==> src/rtl/apb_master_pkg.sv <==
// Shared definitions for the APB requester: FSM encoding, protection
// attribute constants and the byte-strobe width helper.
package apb_master_pkg;

    typedef enum logic [1:0] {
        ST_IDLE   = 2'd0,
        ST_SETUP  = 2'd1,
        ST_ACCESS = 2'd2,
        ST_RESP   = 2'd3
    } apb_state_e;

    localparam logic [2:0] PROT_NORMAL = 3'b000;
    localparam logic [2:0] PROT_PRIV   = 3'b001;

    // One strobe bit per byte lane of the data bus.
    function automatic int strb_width(input int data_width);
        return data_width / 8;
    endfunction

endpackage

==> src/rtl/apb_master_timer.sv <==
// ACCESS-phase timeout counter. Cleared when a transfer is accepted,
// advanced on every ACCESS cycle without pready, saturates instead of
// wrapping. A TIMEOUT_CYCLES of 0 never expires.
module apb_master_timer #(
    parameter int TIMEOUT_CYCLES = 16
) (
    input  logic clk,
    input  logic rst_n,
    input  logic clear,
    input  logic enable,
    output logic expired
);

    // One spare bit so the counter can hold TIMEOUT_CYCLES itself.
    localparam int CW = (TIMEOUT_CYCLES == 0) ? 1 : $clog2(TIMEOUT_CYCLES + 1);

    logic [CW-1:0] count_reg;

    // Saturating wait-cycle counter.
    always_ff @(posedge clk) begin
        if (!rst_n) begin
            count_reg <= '0;
        end else if (clear) begin
            count_reg <= '0;
        end else if (enable && (count_reg != '1)) begin
            count_reg <= count_reg + 1'b1;
        end
    end

    // Expiry fires on the cycle whose increment would reach the limit,
    // so the FSM leaves ACCESS after exactly TIMEOUT_CYCLES idle cycles.
    if (TIMEOUT_CYCLES == 0) begin : g_off
        assign expired = 1'b0;
    end else begin : g_on
        localparam logic [CW-1:0] LIMIT = CW'(TIMEOUT_CYCLES - 1);
        assign expired = enable && (count_reg == LIMIT);
    end

endmodule

==> src/rtl/apb_master.sv <==
// APB4 requester: accepts one command at a time, runs a SETUP/ACCESS
// transfer on the bus and presents the result on a response handshake.
module apb_master
    import apb_master_pkg::*;
#(
    parameter int ADDR_WIDTH     = 3,
    parameter int DATA_WIDTH     = 8,
    parameter int TIMEOUT_CYCLES = 16
) (
    input  logic                              pclk,
    input  logic                              presetn,
    input  logic                              cmd_valid,
    output logic                              cmd_ready,
    input  logic [ADDR_WIDTH-1:0]             cmd_addr,
    input  logic                              cmd_write,
    input  logic [DATA_WIDTH-1:0]             cmd_wdata,
    input  logic [strb_width(DATA_WIDTH)-1:0] cmd_strb,
    input  logic [2:0]                        cmd_prot,
    output logic                              rsp_valid,
    input  logic                              rsp_ready,
    output logic [DATA_WIDTH-1:0]             rsp_rdata,
    output logic                              rsp_slverr,
    output logic                              rsp_timeout,
    output logic [ADDR_WIDTH-1:0]             paddr,
    output logic [2:0]                        pprot,
    output logic                              pwrite,
    output logic [DATA_WIDTH-1:0]             pwdata,
    output logic [strb_width(DATA_WIDTH)-1:0] pstrb,
    output logic                              psel,
    output logic                              penable,
    input  logic                              pready,
    input  logic [DATA_WIDTH-1:0]             prdata,
    input  logic                              pslverr
);

    localparam int STRB_WIDTH = strb_width(DATA_WIDTH);

    apb_state_e state_reg, state_next;

    logic [ADDR_WIDTH-1:0] paddr_reg;
    logic [2:0]            pprot_reg;
    logic                  pwrite_reg;
    logic [DATA_WIDTH-1:0] pwdata_reg;
    logic [STRB_WIDTH-1:0] pstrb_reg;
    logic                  psel_reg;
    logic                  penable_reg;
    logic                  rsp_valid_reg;
    logic [DATA_WIDTH-1:0] rsp_rdata_reg;
    logic                  rsp_slverr_reg;
    logic                  rsp_timeout_reg;

    logic accept;
    logic complete;
    logic abort;
    logic timer_enable;
    logic timer_expired;

    apb_master_timer #(
        .TIMEOUT_CYCLES(TIMEOUT_CYCLES)
    ) u_timer (
        .clk    (pclk),
        .rst_n  (presetn),
        .clear  (accept),
        .enable (timer_enable),
        .expired(timer_expired)
    );

    // Next-state decode plus handshake and timer control.
    always_comb begin
        state_next   = state_reg;
        cmd_ready    = 1'b0;
        accept       = 1'b0;
        complete     = 1'b0;
        abort        = 1'b0;
        timer_enable = 1'b0;
        case (state_reg)
            ST_IDLE: begin
                cmd_ready = 1'b1;
                if (cmd_valid) begin
                    accept     = 1'b1;
                    state_next = ST_SETUP;
                end
            end
            ST_SETUP: begin
                state_next = ST_ACCESS;
            end
            ST_ACCESS: begin
                // A ready completer takes priority over a same-cycle timeout.
                if (pready) begin
                    complete   = 1'b1;
                    state_next = ST_RESP;
                end else begin
                    timer_enable = 1'b1;
                    if (timer_expired) begin
                        abort      = 1'b1;
                        state_next = ST_RESP;
                    end
                end
            end
            ST_RESP: begin
                // Accepting straight out of RESP avoids an IDLE bubble.
                if (rsp_ready) begin
                    cmd_ready = 1'b1;
                    if (cmd_valid) begin
                        accept     = 1'b1;
                        state_next = ST_SETUP;
                    end else begin
                        state_next = ST_IDLE;
                    end
                end
            end
            default: state_next = ST_IDLE;
        endcase
    end

    // State, APB request/phase registers and the captured response.
    always_ff @(posedge pclk) begin
        if (!presetn) begin
            state_reg       <= ST_IDLE;
            paddr_reg       <= '0;
            pprot_reg       <= '0;
            pwrite_reg      <= 1'b0;
            pwdata_reg      <= '0;
            pstrb_reg       <= '0;
            psel_reg        <= 1'b0;
            penable_reg     <= 1'b0;
            rsp_valid_reg   <= 1'b0;
            rsp_rdata_reg   <= '0;
            rsp_slverr_reg  <= 1'b0;
            rsp_timeout_reg <= 1'b0;
        end else begin
            state_reg     <= state_next;
            psel_reg      <= (state_next == ST_SETUP) || (state_next == ST_ACCESS);
            penable_reg   <= (state_next == ST_ACCESS);
            rsp_valid_reg <= (state_next == ST_RESP);
            // Request fields only change on accept, so they hold between transfers.
            if (accept) begin
                paddr_reg  <= cmd_addr;
                pprot_reg  <= cmd_prot;
                pwrite_reg <= cmd_write;
                pwdata_reg <= cmd_write ? cmd_wdata : '0;
                pstrb_reg  <= cmd_write ? cmd_strb : '0;
            end
            if (complete) begin
                rsp_rdata_reg   <= pwrite_reg ? '0 : prdata;
                rsp_slverr_reg  <= pslverr;
                rsp_timeout_reg <= 1'b0;
            end else if (abort) begin
                rsp_rdata_reg   <= '0;
                rsp_slverr_reg  <= 1'b1;
                rsp_timeout_reg <= 1'b1;
            end
        end
    end

    assign paddr       = paddr_reg;
    assign pprot       = pprot_reg;
    assign pwrite      = pwrite_reg;
    assign pwdata      = pwdata_reg;
    assign pstrb       = pstrb_reg;
    assign psel        = psel_reg;
    assign penable     = penable_reg;
    assign rsp_valid   = rsp_valid_reg;
    assign rsp_rdata   = rsp_rdata_reg;
    assign rsp_slverr  = rsp_slverr_reg;
    assign rsp_timeout = rsp_timeout_reg;

endmodule

==> config.mk <==
export PLATFORM = sky130hd
export DESIGN_NAME = apb_master
export DESIGN_NICKNAME = d
export VERILOG_FILES = /design/src/rtl/apb_master_pkg.sv /design/src/rtl/apb_master_timer.sv /design/src/rtl/apb_master.sv
export SDC_FILE = /design/constraint.sdc
export NUM_CORES = 1
export LEC_CHECK = 0
export CAP_MARGIN = 10
export CORE_MARGIN = 2
export CORE_UTILIZATION = 42
export CTS_CLUSTER_DIAMETER = 60
export DETAILED_ROUTE_END_ITERATION = 7
export PLACE_DENSITY = 0.83
export SKIP_LAST_GASP = 1
export SLEW_MARGIN = 20
export SYNTH_ARGS = -nofsm -noshare
export SYNTH_HDL_FRONTEND = slang
export SYNTH_HIERARCHICAL = 1
export SYNTH_SLANG_ARGS = --single-unit
==> constraint.sdc <==
create_clock -name pclk -period 2.7 [get_ports pclk]
set_clock_uncertainty 0.2 [all_clocks]
set_input_delay 0.81 -clock pclk [delete_from_list [all_inputs] [get_ports pclk]]
set_output_delay 0.81 -clock pclk [all_outputs]
set_load 0.01 [all_outputs]
==> Word-level counts from Yosys, hierarchy flattened <==
Index checks and enable logic that the tools add are counted.
{ "totals": {"out_inout_bits": 30, "inputBits": 30, "elab_cells": 55, "reg_bits": 36} }
{ "op_classes": {"muxes": 25, "n_addsub": 1, "reduce_logical": 7, "n_bitwise": 1, "eq_ne": 8} }
{ "op_table": {"columns": ["cell", "count"], "rows": [
  ["8-bit two-way mux", 4],
  ["1-bit two-way mux", 14],
  ["2-bit equality test, second input constant", 4],
  ["2-bit two-way mux", 4],
  ["2-bit one-hot mux with 4 select lines", 1],
  ["5-bit by 1-bit adder with 5-bit output, second input constant", 1],
  ["5-bit by 4-bit equality test with 1-bit output, second input constant", 1],
  ["5-bit != test, second input constant", 1],
  ["2-bit by 1-bit equality test with 1-bit output, second input constant", 2],
  ["1-bit one-hot mux with 2 select lines", 2],
  ["2-bit OR reduction", 2],
  ["1-bit logical AND", 2],
  ["2-bit zero test", 1],
  ["2-bit nonzero test", 1],
  ["1-bit logical OR", 1],
  ["1-bit inverter", 1]
]} }

==> Depth between registers and ports, before layout <==
{ "depth": {"depth_word": 8, "mapped_depth": 9, "mapped_depth_nobuf": 9} }

==> By module <==
Netlist, hierarchy kept.
{ "by_module_without_submodules": {"columns": ["module", "area_each_um2", "n_inst", "seq_area_each_um2", "cells_each"], "rows": [
  ["apb_master", 1277.5, 1, 620.6, 139],
  ["apb_master_timer", 254.0, 1, 100.1, 28]
]} }

==> Least setup slack after synthesis <==
No wires, ideal clock.
{ "synth_timing": {"path_kind": "input port to flip-flop", "startpoint": "input pready", "endpoint": "register psel_reg (netlist: psel)", "arrival_ns": 1.953, "path_stages": 7, "setup_ns": 0.128, "required_time_ns": 2.372, "n_path_buf": 0, "path_slack_ns": 0.419, "cell_sequence": "nor2b_1 > and2_1 > o21ai_2 > o22a_1 > and2_1 > ha_1 > nor2_1"} }
{ "synth_via": {"elab_chain_len": 8, "elab_cells_between_ends": 9, "cone_classes": "eq/ne: 2; mux: 5; reduce/logical: 2"} }
{ "synth_rtl": {"columns": ["element", "line_no", "source"], "rows": [
  ["start: declaration", "apb_master.sv:31", "input logic pready,"],
  ["1-bit two-way mux (*)", "apb_master.sv:89", "if (pready) begin"],
  ["1-bit two-way mux (*)", "apb_master.sv:76", "case (state_reg)"],
  ["1-bit logical AND (*)", "apb_master_timer.sv:36", "assign expired = enable && (count_reg == LIMIT);"],
  ["named net timer_expired", "apb_master.sv:56", "logic timer_expired;"],
  ["2-bit two-way mux (*)", "apb_master.sv:94", "if (timer_expired) begin"],
  ["2-bit two-way mux (*)", "apb_master.sv:89", null],
  ["2-bit one-hot mux with 4 select lines (*)", "apb_master.sv:76", null],
  ["2-bit by 1-bit equality test with 1-bit output / 2-bit equality test (equally long branches)", "apb_master.sv:133", "psel_reg <= (state_next == ST_SETUP) || (state_next == ST_ACCESS);"],
  ["1-bit logical OR (*)", "apb_master.sv:133", null],
  ["end signal: assignment", "apb_master.sv:133", null],
  ["end: declaration", "apb_master.sv:45", "logic psel_reg;"]
]} }
The timed path passes the listed nets; every way through them passes the cells marked *.
A chain may end at the register's enable or synchronous reset.

==> Final worst setup path <==
{ "layout_timing": {"startpoint": "input rsp_ready", "endpoint": "output cmd_ready"} }
{ "layout_via": {"elab_chain_len": 2} }
{ "layout_rtl": {"columns": ["element", "line_no", "source"], "rows": [
  ["start: declaration", "apb_master.sv:20", "input logic rsp_ready,"],
  ["1-bit two-way mux", "apb_master.sv:102", "if (rsp_ready) begin"],
  ["1-bit one-hot mux with 2 select lines", "apb_master.sv:76", null],
  ["end: declaration", "apb_master.sv:13", "output logic cmd_ready,"]
]} }
Every way passes these cells.

==> metrics <==
worst slew pin tran=424 ps; number of DRC markers in iteration 0=45; Layout Nets=272; global-route wire length before repair=5.57 mm; Synth Net Count=205; Critical R2R Launch=state_reg[0]; r2r setup slk=520 ps; crit path max fanout=2; area leader, netlist=dfxtp_1; max-capacitance violation count=0; # clock sinks=36; outcome=completed; Antenna Nets Post-Route=0; slowest stage cell, crit path=clkdlybuf4s50_1; Starting Density=0.448; dpl cells=273; crit path time final=2600 ps; drt pass-1 iters=4; cells after synthesis=167; pwr/cell area=544 nW/um^2; die width=64.4 um; number of top-level pins=60; leakage power=0.887 nW; Placer Congestion=0.736; Worst Hold Launch=rsp_slverr; Seq cells post-synth=36; routed via count=1330; Primary FF master, synth=dfxtp_1; final worst-path cycle share=0.962; Reg clk slew, reported paths=100 ps; Slew HR=0.715; Worst Hold Class=reg -> reg; Via-to-Cell Ratio=4.73; Cell Chain, Critical Path=clkdlybuf4s50_1, a21oi_2, nor2_1, buf_2; Worst R2R End=psel; CP endpoint kind=output pin; syn_area_per_cell=9.17 sq um; WP data required=1690 ps; worst stage delay on the critical path=490 ps; setup TNS=0 ps; Async S/R FF share, synth=0; drt wl/cell=11.9 um; Ant. Diodes=0; antenna violations before repair=0; R2R depth=9; Routed WL=3.34 mm; Synth cell types=29; dpl hpwl=2.53 mm; Vert. Die Dim=64.4 um; register area=721 sq um; Clk Latency, worst-skew pair=330 ps; num rows=21; Area Growth Syn to Fin=49.8%; Max Slew Vio Count=0; Core ar.=3420 sq um; highest clock rate=385 MHz; RSZ-0062 raised after global routing=false; area fraction of the dominant cell type after synthesis=0.471; final setup vio count=0; number of setup buffers added after CTS=0; CTS Buffer Depth=2; IO Port Bufs=59; Non-Filler Instances=281; die area=4150 sq um; Yosys warnings=6; Worst setup SP type=input port; GRT Overall Usage=0.173; peak supply drop=0.000348 V; fillers=298; placed cell area=2230 sq um; DR DRC count=0; share of layout cells above drive strength 1=0.106; area taken by multi-input logic gates=758 sq um; worst hold stages=2; H-tree depth=2; Worst Hold Path EP=rsp_slverr; largest net degree at the start of global routing=27; share of the yosys chip area belonging to registers=0.471; GR Overflow Total=0; Root Driver=clkbuf_4; Fin. Hold Viols=0; CTS tree=done; crit path kind=in -> out; top cells by area, synth=dfxtp_1 (47%), mux2i_1 (10%), nand2_1 (6.6%), ha_1 (6.5%), a22oi_1 (3.9%); Post-synth EDFFs=0; vias in the first global route=1296; Final Cell Area=2290 sq um; Post-Synthesis Cell Area=1530 sq um; WP data arrival=1590 ps; clock buffer count from CTS=5
[synthesized netlist by cell type (all sizes together), types with 2 or more instances]
| library cell | number |
|---|---|
| and2 | 3 |
| ha | 8 |
| buf | 2 |
| nor2b | 2 |
| a22oi | 8 |
| dfxtp | 36 |
| nand2b | 2 |
| a21oi | 7 |
| nand2 | 27 |
| nor2 | 16 |
| a2111oi | 2 |
| clkbuf | 7 |
| nor3 | 2 |
| mux2i | 16 |
| nand3 | 10 |
| inv | 6 |
| o21ai | 3 |
[where the power goes]
group	switching, mW	internal (mW)
logic	0.156	0.200
registers	0.0230	0.574
clock network	0.170	0.124
total	0.350	0.898
[cell type report]
type                    count  area share
clock buffers               6      0.0224
clock inverters             2     0.00436
inverters                   6     0.00982
multi-input cells         116       0.331
flip-flops and latches     36       0.314
well taps                  46      0.0251
repair buffers             69       0.294
[layout by cell type (no fill, tap or decap), types with 3 or more instances in the layout]
cell,n
a21oi_1,6
a22oi_1,8
and2_1,3
buf_4,9
clkbuf_4,5
clkdlybuf4s50_1,58
dfxtp_1,36
ha_1,8
inv_1,6
mux2i_1,16
nand2_1,27
nand3_1,10
nor2_1,16
[repair_timing]
| item | CTS | global route |
|---|---|---|
| resized for setup | 4 | 1 |
| setup endpoints to repair | 1 | 1 |
| cloned | 0 | 0 |
| pin swaps | 1 | 0 |
| hold buffers | 0 | 0 |
[metrics by stage]
| stage | power (mW) | util | hold WS [ps] | setup slack [ps] |
|---|---|---|---|---|
| final | 1.25 | 0.671 | 254 | 103 |
| after global placement | 0.966 | 0.654 | 236 | -289 |
| after detailed placement | 0.970 | 0.654 | 240 | -309 |
| after global routing | 1.32 | 0.671 | 279 | 44.7 |
| after CTS | 1.27 | 0.673 | 256 | 0.653 |
| after floorplan | 0.786 | - | 254 | 419 |
[worst max-delay path by stage]
stage                     startpoint   endpoint  slack [ps]  cells after the start
after floorplan               pready       psel         420                      7
after global placement     rsp_ready  cmd_ready        -290                      4
after detailed placement   rsp_ready  cmd_ready        -310                      4
after CTS                  rsp_ready  cmd_ready         0.7                      4
after global routing       rsp_ready  cmd_ready          40                      4
final                      rsp_ready  cmd_ready         100                      4
[per-layer routing]
layer / part of all wire / vias to the layer above / wire [um] / GRT usage
li1: - / 699 / - / -
met1: 0.44 / 582 / 1460 / 0.189
met2: 0.49 / 42 / 1620 / 0.307
met3: 0.055 / 7 / 185 / 0.0458
met4: 0.021 / 0 / 69 / 0.0878
met5: 0 / - / 0 / 0
[cells by family after synthesis]
family | after synthesis | synth area share
DFF | 36 | 0.471
muxes | 16 | 0.105
AOI/OAI and AO/OA | 23 | 0.109
and+or+nand+nor | 67 | 0.199
buffers and inverters | 15 | 0.0400
xor gates and xnor gates | 2 | 0.0114
adders and majority gates | 8 | 0.0654
[worst max-delay path: cells and delay by family]
kind | cells | cell delay [ps]
buffers and inverters | 2 | 620
and+or+nand+nor | 1 | 80
AOI/OAI and AO/OA | 1 | 70
(Power assumes the default switching activity.)
